$ cat src/rtl/gshare_predictor_param.sv
// rtl/gshare_predictor_param.sv - gshare direction predictor with init sweep and mispredict counter
module gshare_predictor_param #(
   parameter int PC_W     = 7,
   parameter int HIST_W   = 7,
   parameter int CTR_W    = 2,
   parameter int INIT_CTR = 1,
   parameter int CNT_W    = 16
) (
   input  logic              clk,
   input  logic              areset_n,
   output logic              init_busy,
   input  logic              predict_valid,
   input  logic [PC_W-1:0]   predict_pc,
   output logic              predict_taken,
   output logic [HIST_W-1:0] predict_history,
   input  logic              train_valid,
   input  logic              train_taken,
   input  logic              train_mispredicted,
   input  logic [HIST_W-1:0] train_history,
   input  logic [PC_W-1:0]   train_pc,
   output logic [CNT_W-1:0]  mispred_count
);
   localparam int DEPTH = 2**HIST_W;

   typedef enum logic {ST_INIT, ST_READY} state_t;

   state_t            state_q, state_d;
   logic [HIST_W-1:0] sweep_ptr;
   logic [HIST_W-1:0] hist_r;
   logic [HIST_W-1:0] pred_idx, train_idx;
   logic [CTR_W-1:0]  pht [DEPTH];
   logic [CTR_W-1:0]  train_ctr, train_ctr_next;
   logic              ready, recover;

   assign ready           = (state_q == ST_READY);
   assign init_busy       = ~ready;
   assign pred_idx        = hist_r ^ predict_pc[HIST_W-1:0];
   assign train_idx       = train_history ^ train_pc[HIST_W-1:0];
   assign recover         = ready & train_valid & train_mispredicted;
   assign predict_taken   = ready & predict_valid & pht[pred_idx][CTR_W-1];
   assign predict_history = (ready & predict_valid) ? hist_r : '0;
   assign train_ctr       = pht[train_idx];

   always_comb begin
      state_d = state_q;
      if (state_q == ST_INIT && sweep_ptr == '1)
         state_d = ST_READY;
   end

   always_comb begin
      train_ctr_next = train_ctr;
      if (train_taken && train_ctr != '1)
         train_ctr_next = train_ctr + 1'b1;
      else if (!train_taken && train_ctr != '0)
         train_ctr_next = train_ctr - 1'b1;
   end

   always_ff @(posedge clk or negedge areset_n) begin
      if (!areset_n) begin
         state_q       <= ST_INIT;
         sweep_ptr     <= '0;
         hist_r        <= '0;
         mispred_count <= '0;
      end else begin
         state_q <= state_d;
         if (state_q == ST_INIT)
            sweep_ptr <= sweep_ptr + 1'b1;
         // Recovery from a resolved mispredict overrides the speculative shift.
         if (recover)
            hist_r <= {train_history[HIST_W-2:0], train_taken};
         else if (ready && predict_valid)
            hist_r <= {hist_r[HIST_W-2:0], predict_taken};
         if (recover && mispred_count != '1)
            mispred_count <= mispred_count + 1'b1;
      end
   end

   // Table has no reset so it can map onto SRAM; the sweep provides its initial contents.
   always_ff @(posedge clk) begin
      if (!ready)
         pht[sweep_ptr] <= CTR_W'(INIT_CTR);
      else if (train_valid)
         pht[train_idx] <= train_ctr_next;
   end
endmodule

$ cat config.mk
export PLATFORM = sky130hd
export DESIGN_NAME = gshare_predictor_param
export DESIGN_NICKNAME = d
export VERILOG_FILES = /design/src/rtl/gshare_predictor_param.sv
export SDC_FILE = /design/constraint.sdc
export NUM_CORES = 1
export LEC_CHECK = 0
export ABC_AREA = 0
export ABC_CLOCK_PERIOD_IN_PS = 7850
export BUFFER_PORTS_ARGS = -buffer_cell sky130_fd_sc_hd__buf_4
export CAP_MARGIN = 20
export CORE_ASPECT_RATIO = 0.6
export CORE_MARGIN = 5
export CORE_UTILIZATION = 45
export CTS_BUF_LIST = sky130_fd_sc_hd__clkbuf_8 sky130_fd_sc_hd__clkbuf_16
export CTS_CLUSTER_SIZE = 12
export DETAILED_ROUTE_END_ITERATION = 12
export SYNTH_ARGS = -nofsm -noshare
export SYNTH_HDL_FRONTEND = slang
export SYNTH_SLANG_ARGS = --single-unit
$ cat constraint.sdc
create_clock -name clk -period 7.85 [get_ports clk]
set_clock_uncertainty 0.05 [all_clocks]
set_input_delay 0.3925 -clock clk [delete_from_list [all_inputs] [get_ports clk]]
set_output_delay 0.3925 -clock clk [all_outputs]
set_load 0.02 [all_outputs]
=== After elaboration in Yosys (flattened, before gate mapping) ===
Memories as Yosys holds them, arrays and structs flattened.
Cells that the tools add are included.

* Add/sub/neg operators: 4
* Equality and inequality tests: 3
* Multiplexer cells: 12
* Bitwise logic cells: 7
* Reductions and logical operators: 9

{| class="wikitable"
|+ Operators with widths
! operator !! count
|-
| two-way mux 7 bit || 4
|-
| adder 16 x 1 -> 16 bit (second input constant) || 1
|-
| inequality test 16 bit (second input constant) || 1
|-
| XOR 7 bit || 2
|-
| adder 7 x 1 -> 7 bit (second input constant) || 1
|-
| == test 7 bit (second input constant) || 1
|-
| two-way mux 2 bit || 3
|-
| logical AND 1 bit || 5
|-
| two-way mux 1 bit || 5
|-
| bitwise AND 1 bit || 4
|-
| nonzero test 2 bit || 2
|-
| adder 2 x 1 -> 2 bit (second input constant) || 1
|-
| inequality test 2 bit (second input constant) || 1
|-
| OR reduction 2 bit || 1
|-
| subtractor 2 x 1 -> 2 bit (second input constant) || 1
|-
| zero test 1 bit || 1
|-
| inverter 1 bit || 1
|}

* Register bits after elaboration: 31
* RAM bits: 256
* Bits of input ports: 27
* Output and inout port bits: 25
* Memories kept: 1

{| class="wikitable"
|+ Memories
! memory !! depth !! bits a word !! read ports !! clocked after Yosys merged registers in !! wr ports !! RTL line !! source
|-
| pht || 128 || 2 || 2 || 0 || 1 || 31 || <nowiki>logic [CTR_W-1:0] pht [DEPTH];</nowiki>
|}

=== Depth between registers and ports, before layout ===
An unclocked memory read counts as a cell.

* Depth in word-level cells: 7
* Gate-level depth with buffers: 16
* Depth with buffers taken out: 13

=== Worst setup path before layout ===
OpenSTA, ideal clock, no wires.

* Path type: input port to flip-flop
* Start: input port train_history[0]
* End: memory pht[0][1] (data pin)
* Data arrival time: 6.197 ns
* Slack: 0.714 ns
* Cell stages on the path: 13
* Path through: xor2_1 buf_4 buf_6 mux4_2 nand3_1 nand4_1 nor4_1 nand3_1 or2_1 ha_1 nor3_1 a31oi_1 a21oi_1

* Word-level cells in the longest chain between the ends: 7
* Elaborated cells between the ends (all ways): 11
* Those cells by class: add/sub: 2; eq/ne: 1; mux: 3; bitwise: 1; reduce/logical: 3; memory: 1

{| class="wikitable"
|+ RTL lines
! item !! RTL line !! source
|-
| start, declared || 19 || <nowiki>input logic [HIST_W-1:0] train_history,</nowiki>
|-
| XOR 7 bit (*) || 38 || <nowiki>assign train_idx = train_history ^ train_pc[HIST_W-1:0];</nowiki>
|-
| memory (128 x 2 bit) (*) || n/a ||
|-
| branches (longest 3 deep; another with subtractor 2 x 1 -> 2 bit) || n/a ||
|-
| two-way mux 2 bit (*) || 52 || <nowiki>if (train_taken && train_ctr != '1)</nowiki>
|-
| two-way mux 2 bit (no line) (*) || n/a ||
|-
| end, declared || 31 ||
|}

Mark *: on every way between the ends.

=== Worst setup path in the final report ===
* Start: input port train_history[0]
* End: memory pht[12][1] (data pin)

The elaborated chain is that of the path after synthesis.

==> metrics.cfg <==
[outcome]
status=completed

[global_routing]
grt_max_degree=94
grt_overflow=0
grt_pass1_vias=8593
grt_pass1_wl_um=58530
gr-usage-all-layers=0.2376
antenna_found_initial=1

[place]
portBuffers=51
dpl.hpwl_um=26590
gp_congestion=0.9171
dp_cells=1379
pre_cts_slack_ns=2.353

[power_and_ir_drop]
total_power_mw=3.127
power_leakage_nw=4.913
max-vdd-ir-drop_v=0.0001677
power_density_mw_per_mm2=204.8

[clock_network]
cts_root_buffer=clkbuf_16
post-cts-setup-buffers=0
cts.htree.levels=1
cts.sinks=287
clock_latency_ns=0.56
clockBufferDepth=3
cts_resized=0
tritoncts=built
clkSlewWorstSetupHoldPaths_ns=0.06
hold_buffers=1
cts_inserted_buffers=28

[floorplan]
io-pin-count=52
die-height_um=143.9
die_w_um=233.1
start_util=0.4531
rows=49
core-area_mm2=0.02967
die_area_mm2=0.03355

[final_layout]
n_antenna_cell=0
fill_cells=2566
area.sequential_mm2=0.008463
drive_above_1_share=0.2041
area_delta_synth_final_pct=13.56
multiInputGateArea_mm2=0.004838
final_nets=1034
fin_cells=1432

[routing]
avgViaCountPerCell=6.272
ant_nets=0
wl_per_cell_um=27.55
vias=8981
post-route-drc-count=0
drtIter0Drc=1328
drt-total-wl_um=39450
firstDrtPassIters=6

[setup_path]
worstSetupStartpointType=input port
cpMostUsedCell=buf_4
crit_required_ns=8.12
setup.worst_path.start=train_history[0]
cp-end-kind=flop
crit_arrival_ns=5.21
crit_chain=buf_4, xor2_4, buf_4, mux4_2, o21ai_0, nor2_1, o311ai_0, nand2_1, or2_1, ha_1, nor3_1, a31oi_1, a21oi_4, buf_12
crit_slowest_cell=a21oi_4
r2r-start=pht[77][1]
crit_type=in2reg
slowest_delay_ns=0.76
crit_path_max_fanout=93

[sta]
finalHoldViolCount=0
finalCritPeriodShare=0.6288
fmax_mhz=202.6
rsz0062_at_grt=no
layout_setup_ws_ns=2.914
max_slew_margin=0.1554
finalSetupViolCount=0
worst_pin_slew_ns=1.263
period_minus_slack_ns=4.936
report.final.slew_viol_count=0
setup-tns-final_ns=0

[yosys]
synthTopCellsByCount=256 x edfxtp_1, 166 x nor2_1, 100 x nand2_1, 82 x mux4_2, 38 x nand3_1
synthCells=940
synth_seq_area_share=0.6295
synth_area_mm2=0.01344
synth_edf_count=256
yosys.area.top_type=edfxtp_1
synth-simple-area-share=0.1179
synthMuxAreaShare=0.1497
synth-xor-area-share=0.03108
synth-compound-area-share=0.04821
synth.distinct_cells=56
synthTopCellsByArea=edfxtp_1 57%, mux4_2 14%, dfrtp_1 5.8%
yosysWarnings=0
synth_area_per_cell_um2=14.30
synth_top_area_share=0.5718
syn-num-nets=971
synthArstFlopShare=0.1080
ys.flop_type=edfxtp_1
synth_fa_ha_area_frac=0.003723
ys_seq_elements=287
synth_top_family_by_area=multiplexers
synth_most_common_cell=edfxtp_1

[job]
max_cap_violations=0

[hold_path]
min_path_type=in2reg
hp-start=train_history[5]

==> layout by cell type, fill, tap and decap left out, types with 24 or more instances in the layout <==
cell type / count
buf_4: 73
clkbuf_16: 29
dfrtp_1: 31
edfxtp_1: 256
inv_1: 24
mux4_2: 82
nand2_1: 99
nand3_1: 38
nor2_1: 166
xnor2_1: 30
==> logic make-up after synthesis <==
kind of cell	after synthesis
AO/OA/AOI/OAI	92
XOR/XNOR	46
adder cells (fa/ha/maj)	4
buffers and inverters	49
flip-flops	287
multiplexers	98
AND/OR/NAND/NOR	364
==> layout make-up <==
| cell class | instances | area share |
|---|---|---|
| sequential | 287 | 0.5543 |
| multi-input combinational | 604 | 0.3169 |
| clock buffer | 31 | 0.04934 |
| timing repair buffer | 77 | 0.03958 |
| tap | 408 | 0.03344 |
| clock inverter | 20 | 0.005163 |
| inverter | 5 | 0.001229 |
==> per-layer routing <==
metal	track usage	wire (um)	vias up	share of wire
li1	-	-	3764	-
met1	0.3957	18300	4548	0.46
met2	0.3065	15410	612	0.39
met3	0.06892	5002	57	0.13
met4	0.04379	740	0	0.019
met5	0	0	-	0
==> power by group <==
group / internal (mW) / switching, mW
Combinational: 0.0852 / 0.164
Clock: 0.678 / 0.560
Sequential: 1.64 / 0
Total: 2.40 / 0.723
==> per-stage QoR <==
step           cell area [um^2]    util  hold WS (ns)
3_5_place_dp              14410  0.4856        0.3207
5_1_grt                   15270  0.5145       0.07435
4_1_cts                   15250  0.5140       0.06873
6_report                  15270  0.5145       0.08609
2_1_floorplan             13440       -       0.04691
3_3_place_gp              14400  0.4852        0.3103
==> path summary, 6_finish.rpt <==
| path | end | slack [ns] | depth (start not counted) |
|---|---|---|---|
| setup / recovery | pht[12][1] | 2.91 | 14 |
| hold / removal | hist_r[6] | 0.09 | 3 |
| setup reg to reg | pht[12][1] | 3.63 | 11 |
| hold reg to reg | mispred_count[12] | 0.44 | 1 |
| max in group asynchronous | mispred_count[15] | 7.15 | 2 |
| min in group asynchronous | mispred_count[10] | 0.27 | 2 |
==> critical path, delay by kind of cell <==
| family | cells | cell delay, ns |
|---|---|---|
| muxes | 1 | 0.57 |
| buffers and inverters | 3 | 1.10 |
| xor gates and xnor gates | 1 | 0.67 |
| AOI/OAI and AO/OA | 4 | 1.36 |
| adders and majority gates | 1 | 0.33 |
| and+or+nand+nor | 4 | 0.68 |
==> flip-flops by register name, indices dropped and copies added, names as in the netlist <==
register and count:
pht 256, mispred_count 16, hist_r 7, sweep_ptr 7
ready 1
Power figures use the tool's default switching activity.
